<file path="config.mk">
export PLATFORM = sky130hd
export DESIGN_NAME = mem_port_arbiter
export DESIGN_NICKNAME = d
export VERILOG_FILES = /design/src/rtl/cpu_types_pkg.sv /design/src/rtl/mem_port_arbiter.sv
export SDC_FILE = /design/constraint.sdc
export NUM_CORES = 1
export LEC_CHECK = 0
export CORE_AREA = 2 2 104 106
export CTS_CLUSTER_SIZE = 12
export DETAILED_ROUTE_END_ITERATION = 12
export DIE_AREA = 0 0 106 108
export PLACE_DENSITY_LB_ADDON = 0.2
export SYNTH_ARGS = -nofsm -noshare
export SYNTH_HDL_FRONTEND = slang
export SYNTH_SLANG_ARGS = --single-unit
export TNS_END_PERCENT = 10
</file>
<file path="constraint.sdc">
create_clock -name CLK -period 2.1 [get_ports CLK]
set_input_delay 0.63 -clock CLK [delete_from_list [all_inputs] [get_ports CLK]]
set_output_delay 0.63 -clock CLK [all_outputs]
set_load 0.03 [all_outputs]
</file>
<file path="src/rtl/cpu_types_pkg.sv">
// Shared CPU-side types: RAM handshake states and the memory port arbiter FSM encoding.
package cpu_types_pkg;

    // RAM model handshake, shared by the RAM model and everything that talks to it.
    typedef enum logic [1:0] {
        RAM_FREE   = 2'd0,
        RAM_BUSY   = 2'd1,
        RAM_ACCESS = 2'd2,
        RAM_ERROR  = 2'd3
    } ramstate_t;

    // Memory port arbiter states: idle, instruction grant, data grant.
    typedef enum logic [1:0] {
        IDLE  = 2'd0,
        GNT_I = 2'd1,
        GNT_D = 2'd2
    } arb_state_t;

    // Width of the consecutive-data-grant counter; covers MAX_DSTREAK up to 15.
    localparam int DSTREAK_W = 4;

endpackage

</file>
<file path="src/rtl/mem_port_arbiter.sv">
// Memory port arbiter: shares one RAM port between the instruction and data
// requesters. One transaction at a time; data wins unless an instruction
// request has already watched MAX_DSTREAK data grants go by.
module mem_port_arbiter
    import cpu_types_pkg::*;
#(
    parameter int ADDR_W      = 32,
    parameter int DATA_W      = 32,
    parameter int MAX_DSTREAK = 4
) (
    input  logic              CLK,
    input  logic              RST,
    // instruction requester
    input  logic              iREN,
    input  logic [ADDR_W-1:0] iaddr,
    output logic [DATA_W-1:0] iload,
    output logic              iwait,
    // data requester
    input  logic              dREN,
    input  logic              dWEN,
    input  logic [ADDR_W-1:0] daddr,
    input  logic [DATA_W-1:0] dstore,
    output logic [DATA_W-1:0] dload,
    output logic              dwait,
    // CPU halt, blocks new instruction grants
    input  logic              halt,
    // RAM port
    output logic              ramREN,
    output logic              ramWEN,
    output logic [ADDR_W-1:0] ramaddr,
    output logic [DATA_W-1:0] ramstore,
    input  logic [DATA_W-1:0] ramload,
    input  ramstate_t         ramstate,
    // sticky RAM error flag
    output logic              err
);

    localparam logic [DSTREAK_W-1:0] STREAK_MAX = DSTREAK_W'(MAX_DSTREAK);

    arb_state_t           state_q, state_d;
    logic [DSTREAK_W-1:0] dstreak_q, dstreak_d;
    logic                 err_q, err_d;

    logic dreq;
    logic ireq;

    // Request qualification: halt only gates new instruction grants.
    assign dreq = dREN | dWEN;
    assign ireq = iREN & ~halt;

    // State, fairness counter and sticky error register.
    // NOTE: sequential state uses non-blocking assignments only, so every
    // register samples the values computed before this edge.
    always_ff @(posedge CLK or posedge RST) begin
        if (RST) begin
            state_q   <= IDLE;
            dstreak_q <= '0;
            err_q     <= 1'b0;
        end else begin
            state_q   <= state_d;
            dstreak_q <= dstreak_d;
            err_q     <= err_d;
        end
    end

    // Next-state decision plus RAM drive and wait/load muxing from the current grant.
    always_comb begin
        // NOTE: every output of this block gets a default first, so no path
        // through the case statement can leave a latch behind.
        state_d   = state_q;
        dstreak_d = dstreak_q;
        err_d     = err_q;
        ramREN    = 1'b0;
        ramWEN    = 1'b0;
        ramaddr   = '0;
        ramstore  = '0;
        iwait     = 1'b1;
        dwait     = 1'b1;
        iload     = '0;
        dload     = '0;

        // A RAM error while holding either grant is remembered; the grant is kept for a retry.
        if (state_q != IDLE && ramstate == RAM_ERROR) begin
            err_d = 1'b1;
        end

        unique case (state_q)
            IDLE: begin
                // The streak only counts data grants an instruction request actually waited through.
                if (!ireq) begin
                    dstreak_d = '0;
                end
                if (ireq && dstreak_q == STREAK_MAX) begin
                    state_d = GNT_I;
                end else if (dreq) begin
                    state_d = GNT_D;
                end else if (ireq) begin
                    state_d = GNT_I;
                end
            end

            GNT_I: begin
                ramREN  = 1'b1;
                ramaddr = iaddr;
                // halt is ignored here so an access already granted still finishes.
                if (!iREN) begin
                    state_d = IDLE;
                end else if (ramstate == RAM_ACCESS) begin
                    iwait     = 1'b0;
                    iload     = ramload;
                    dstreak_d = '0;
                    state_d   = IDLE;
                end
            end

            GNT_D: begin
                // A simultaneous read and write request is served as a write.
                ramWEN   = dWEN;
                ramREN   = dREN & ~dWEN;
                ramaddr  = daddr;
                ramstore = dstore;
                if (!dreq) begin
                    state_d = IDLE;
                end else if (ramstate == RAM_ACCESS) begin
                    dwait   = 1'b0;
                    dload   = ramload;
                    state_d = IDLE;
                    if (ireq && dstreak_q < STREAK_MAX) begin
                        dstreak_d = dstreak_q + 1'b1;
                    end
                end
            end

            default: begin
                state_d = IDLE;
            end
        endcase
    end

    assign err = err_q;

endmodule
</file>
==> results.txt, run 1 <==
The run finished, with violations left. The final reports fail on setup timing. The critical path in this run is classified as reg2out. The number of warning messages in the yosys log came out at 0. STA classifies the critical path endpoint as an output pin. The cell count after placement is approximately 640. Ranked by total cell area, the synthesized netlist is headed by sky130_fd_sc_hd__and2_1, sky130_fd_sc_hd__a22oi_1, sky130_fd_sc_hd__nor2b_1.

The summed negative setup slack over all endpoints came out at -16990 ps. The post-route antenna net violation count came out at 0. The register bit count reported by yosys came out at 7. After legalization and detailed placement, the total HPWL measured approximately 7300 um. The total global-route track usage is between 15 and 20%. The violation count after the first detailed-routing iteration came out at 85. The layer flagged by global routing as most heavily used is met2.

In this run the deepest clock path goes through 2 buffers. For this design, the slowest cell found on the critical path is sky130_fd_sc_hd__dfrtp_1. The average wire per cell in the routed design is about 16 um. Summing over every cut layer, the via total after detailed routing is about 2800. In this run the worst hold path is classified as reg2reg.

The number of enable-type register cells in the synthesized netlist is 0. The number of library cell types mapped by synthesis is 32. The power after layout is between 0.004 and 0.005 W. TritonCTS built the clock tree.

The sequential share of the synthesized area came out at a little over a tenth. The first global-routing pass estimated ~15000 um of wire. Walking the worst path, the cells encountered are inv_2 -> ha_4 -> nand2_4 -> nor2_4 -> buf_6 -> buf_12 -> buf_16 -> and2_4 -> buf_6.

The H-tree depth came out at 1. The final worst slack is -181 ps. The share of the synthesized area in the top cell type came out at a little over a third. The post-synth net total is between 300 and 400. The number of clock sinks is 7. The initial antenna violation count was 0. The final count of negative-setup-slack endpoints is between 100 and 150.

The share of flip-flops with an asynchronous set or reset after synthesis came out at 100%. Global routing consumed, on the met3 layer, under 10% of the routing resources. The peak supply drop is 521 uV. The largest single stage delay on the critical path is around 420 ps. The power density over cell area came out at 821 nW/um^2. The arrival time at the worst endpoint is approximately 1700 ps. The count of non-filler cells in the finished layout came out at ~660.

The synthesized design spends more area on one cell type than any other, namely sky130_fd_sc_hd__and2_1. The met1 layer usage reported by global route is between 10% and 20%. The final hold violation count came out at 0. The area growth from synthesis to layout is 220%. The clock tree skew after final layout came out at 4.08 ps. The detailed-route wire length came out at ~10000 um. The core region is roughly 10000 sq um.

The transition at the pin with the smallest max-transition slack came out at 413 ps. The antenna cell count came out at 0. The most common cell in the netlist is sky130_fd_sc_hd__and2_1. Of the cells placed in the final design, the portion with a size suffix greater than 1 is ~52%. Dividing the final minimum period by the clock period gives 109%.

The number of clock buffers added by TritonCTS is 3. The total congestion overflow after global routing is 0. The via count of the first global-routing pass came to about 2800. In the synthesized netlist, the number of instances is around 240. The post-synthesis instance area came out at 1680 sq um.

The worst max-slew margin expressed relative to the limit came out at around 72%. The cell that appears most often on the critical path is sky130_fd_sc_hd__buf_6. The die is between 100 and 150 um wide. In the synthesized netlist the dominant register cell turns out to be sky130_fd_sc_hd__dfrtp_1.

Entering global routing, the biggest net connects 44 pins. The die area came out at ~11000 sq um. The largest fanout of any net on the critical path came out at 8.

The height of the die came out at ~110 um. The total of fill cells in the finished design came out at 917. The time the final worst path needs with I/O delays and setup is approximately 2300 ps. The highest achievable clock rate is ~0.44 GHz.

The site row count came out at 37. The met2 global-route usage is a little under a third. In this run, post-CTS hold repair placed 0 buffers. The post-layout net count came out at between 600 and 700.

Clock-pin slew was measured on the worst setup and hold paths at around 40 ps. The count of port buffers added during placement came out at 268. The final-report max-slew violation count came out at 0.

Pin placement for this block handled roughly 270 I/O pins. The clock root buffer master is sky130_fd_sc_hd__clkbuf_8. Before antenna repair, the detailed router went through 4 iterations. OpenSTA, run right after detailed placement, puts the worst setup slack at -468 ps. The insertion delay of the later-clocked pin in the worst-skew pair is ~230 ps. The count of maximum capacitance violations is 0. The critical path required time is approximately 1500 ps. The worst setup path is launched from a flip-flop. The detailed-route DRC error count came out at 0.

The starting utilization of the core area is roughly 16%. The average instance area after synthesis came out at 6.96 sq um. By count the netlist is led by sky130_fd_sc_hd__and2_1, sky130_fd_sc_hd__nor2b_1, sky130_fd_sc_hd__a22oi_1. The detail-routed via count per cell came out at about 4.2. Setup repair after global routing could not meet its margin everywhere. Routability-driven placement finished with a final weighted congestion of between 0.8 and 0.9. The analysis attributes to cell leakage a power of 2.36 nW.
## power by group
part	total, W	internal (W)	leakage [nW]	switching, W
logic	0.00402	0.00201	2.25	0.00201
clock network	0.000192	0.000131	0.0228	0.0000601
registers	0.000190	0.000162	0.0890	0.0000276
## critical path, delay by kind of cell, from the launching register on
kind / cells / cell delay [ps]
buf+inv: 5 / 550
fa+ha+maj: 1 / 150
flops: 1 / 420
simple gates: 3 / 290
## routing by layer
| metal | share of wire, % | vias to the layer above |
|---|---|---|
| met4 | 1.5 | 0 |
| li1 | - | 1368 |
| met1 | 34 | 1265 |
| met3 | 9.7 | 12 |
| met2 | 55 | 170 |
| met5 | 0 | - |
## stage by stage
step | cell area, sq um | hold slack [ps] | util, %
after global routing | 5370 | 517 | 52.5
final | 5370 | 472 | 52.5
after global placement | 4420 | 469 | 43.2
after detailed placement | 4420 | 470 | 43.2
after CTS | 5110 | 482 | 49.9
after floorplan | 1730 | 433 | -
## final timing paths
path                             from      endpoint  slack, ps  cells after the start
hold reg to reg                   err           err        470                      1
min in group asynchronous         RST           err        630                      2
max in group asynchronous         RST    state_q[0]       1250                      2
setup / recovery           state_q[1]     iload[17]       -180                      9
hold / removal                    err           err        470                      1
setup reg to reg           state_q[1]  dstreak_q[1]         80                      9
## timing repair
| action | in CTS | in global routing |
|---|---|---|
| resized for setup | 144 | 72 |
| cloned | 4 | 3 |
| setup endpoints to repair | 129 | 132 |
| pin swaps | 13 | 24 |
| buffers inserted | 8 | 1 |
## state kept, by name, summed over array words and instances, names as in the netlist
name and flops:
dstreak_q 4, state_q 2, err 1
## cell type report
class / count / area (sq um) / area share (%)
timing repair buffer: 303 / 3240 / 60.4
multi-input combinational: 204 / 1700 / 31.7
sequential: 7 / 175 / 3.26
tap: 136 / 170 / 3.17
clock buffer: 4 / 45.0 / 0.839
inverter: 9 / 33.8 / 0.629
## cells in the final DEF (no fill, tap or decap), types with 2 or more instances in the layout
cell type / count
sky130_fd_sc_hd__clkdlybuf4s50_1: 131
sky130_fd_sc_hd__buf_6: 106
sky130_fd_sc_hd__and2_4: 59
sky130_fd_sc_hd__buf_4: 44
sky130_fd_sc_hd__and2_1: 38
sky130_fd_sc_hd__a22oi_1: 26
sky130_fd_sc_hd__nor2b_2: 16
sky130_fd_sc_hd__nor2b_1: 13
sky130_fd_sc_hd__buf_12: 10
sky130_fd_sc_hd__inv_1: 7
sky130_fd_sc_hd__dfrtp_1: 7
sky130_fd_sc_hd__nand2_1: 6
sky130_fd_sc_hd__a22oi_2: 6
sky130_fd_sc_hd__nor2b_4: 5
sky130_fd_sc_hd__ha_1: 4
sky130_fd_sc_hd__buf_16: 4
sky130_fd_sc_hd__ha_4: 3
sky130_fd_sc_hd__clkbuf_8: 3
sky130_fd_sc_hd__nor2_2: 2
sky130_fd_sc_hd__nor2_1: 2
sky130_fd_sc_hd__inv_2: 2
sky130_fd_sc_hd__nor2_4: 2
sky130_fd_sc_hd__clkbuf_16: 2
sky130_fd_sc_hd__buf_2: 2
sky130_fd_sc_hd__clkbuf_2: 2
## kinds of logic (layout without fill, tap and decap cells)
| group | count (synthesis) | count (layout) | share of synthesized area [%] |
|---|---|---|---|
| buf+inv | 30 | 316 | 7.76 |
| flops | 7 | 7 | 10.4 |
| mux | 1 | 1 | 0.597 |
| compound gates | 46 | 46 | 20.8 |
| simple gates | 150 | 150 | 55.2 |
| fa+ha+maj | 7 | 7 | 5.22 |
(Power assumes the default switching activity.)
==> run 2, diff against run 1 <==
--- a/config.mk
+++ b/config.mk
@@ -10,6 +10,7 @@
 export DETAILED_ROUTE_END_ITERATION = 12
 export DIE_AREA = 0 0 106 108
 export PLACE_DENSITY_LB_ADDON = 0.2
+export SLEW_MARGIN = 30
 export SYNTH_ARGS = -nofsm -noshare
 export SYNTH_HDL_FRONTEND = slang
 export SYNTH_SLANG_ARGS = --single-unit
==> results of run 2 <==
Same layout as run 1: the final DEF is identical, and so are final timing and power.
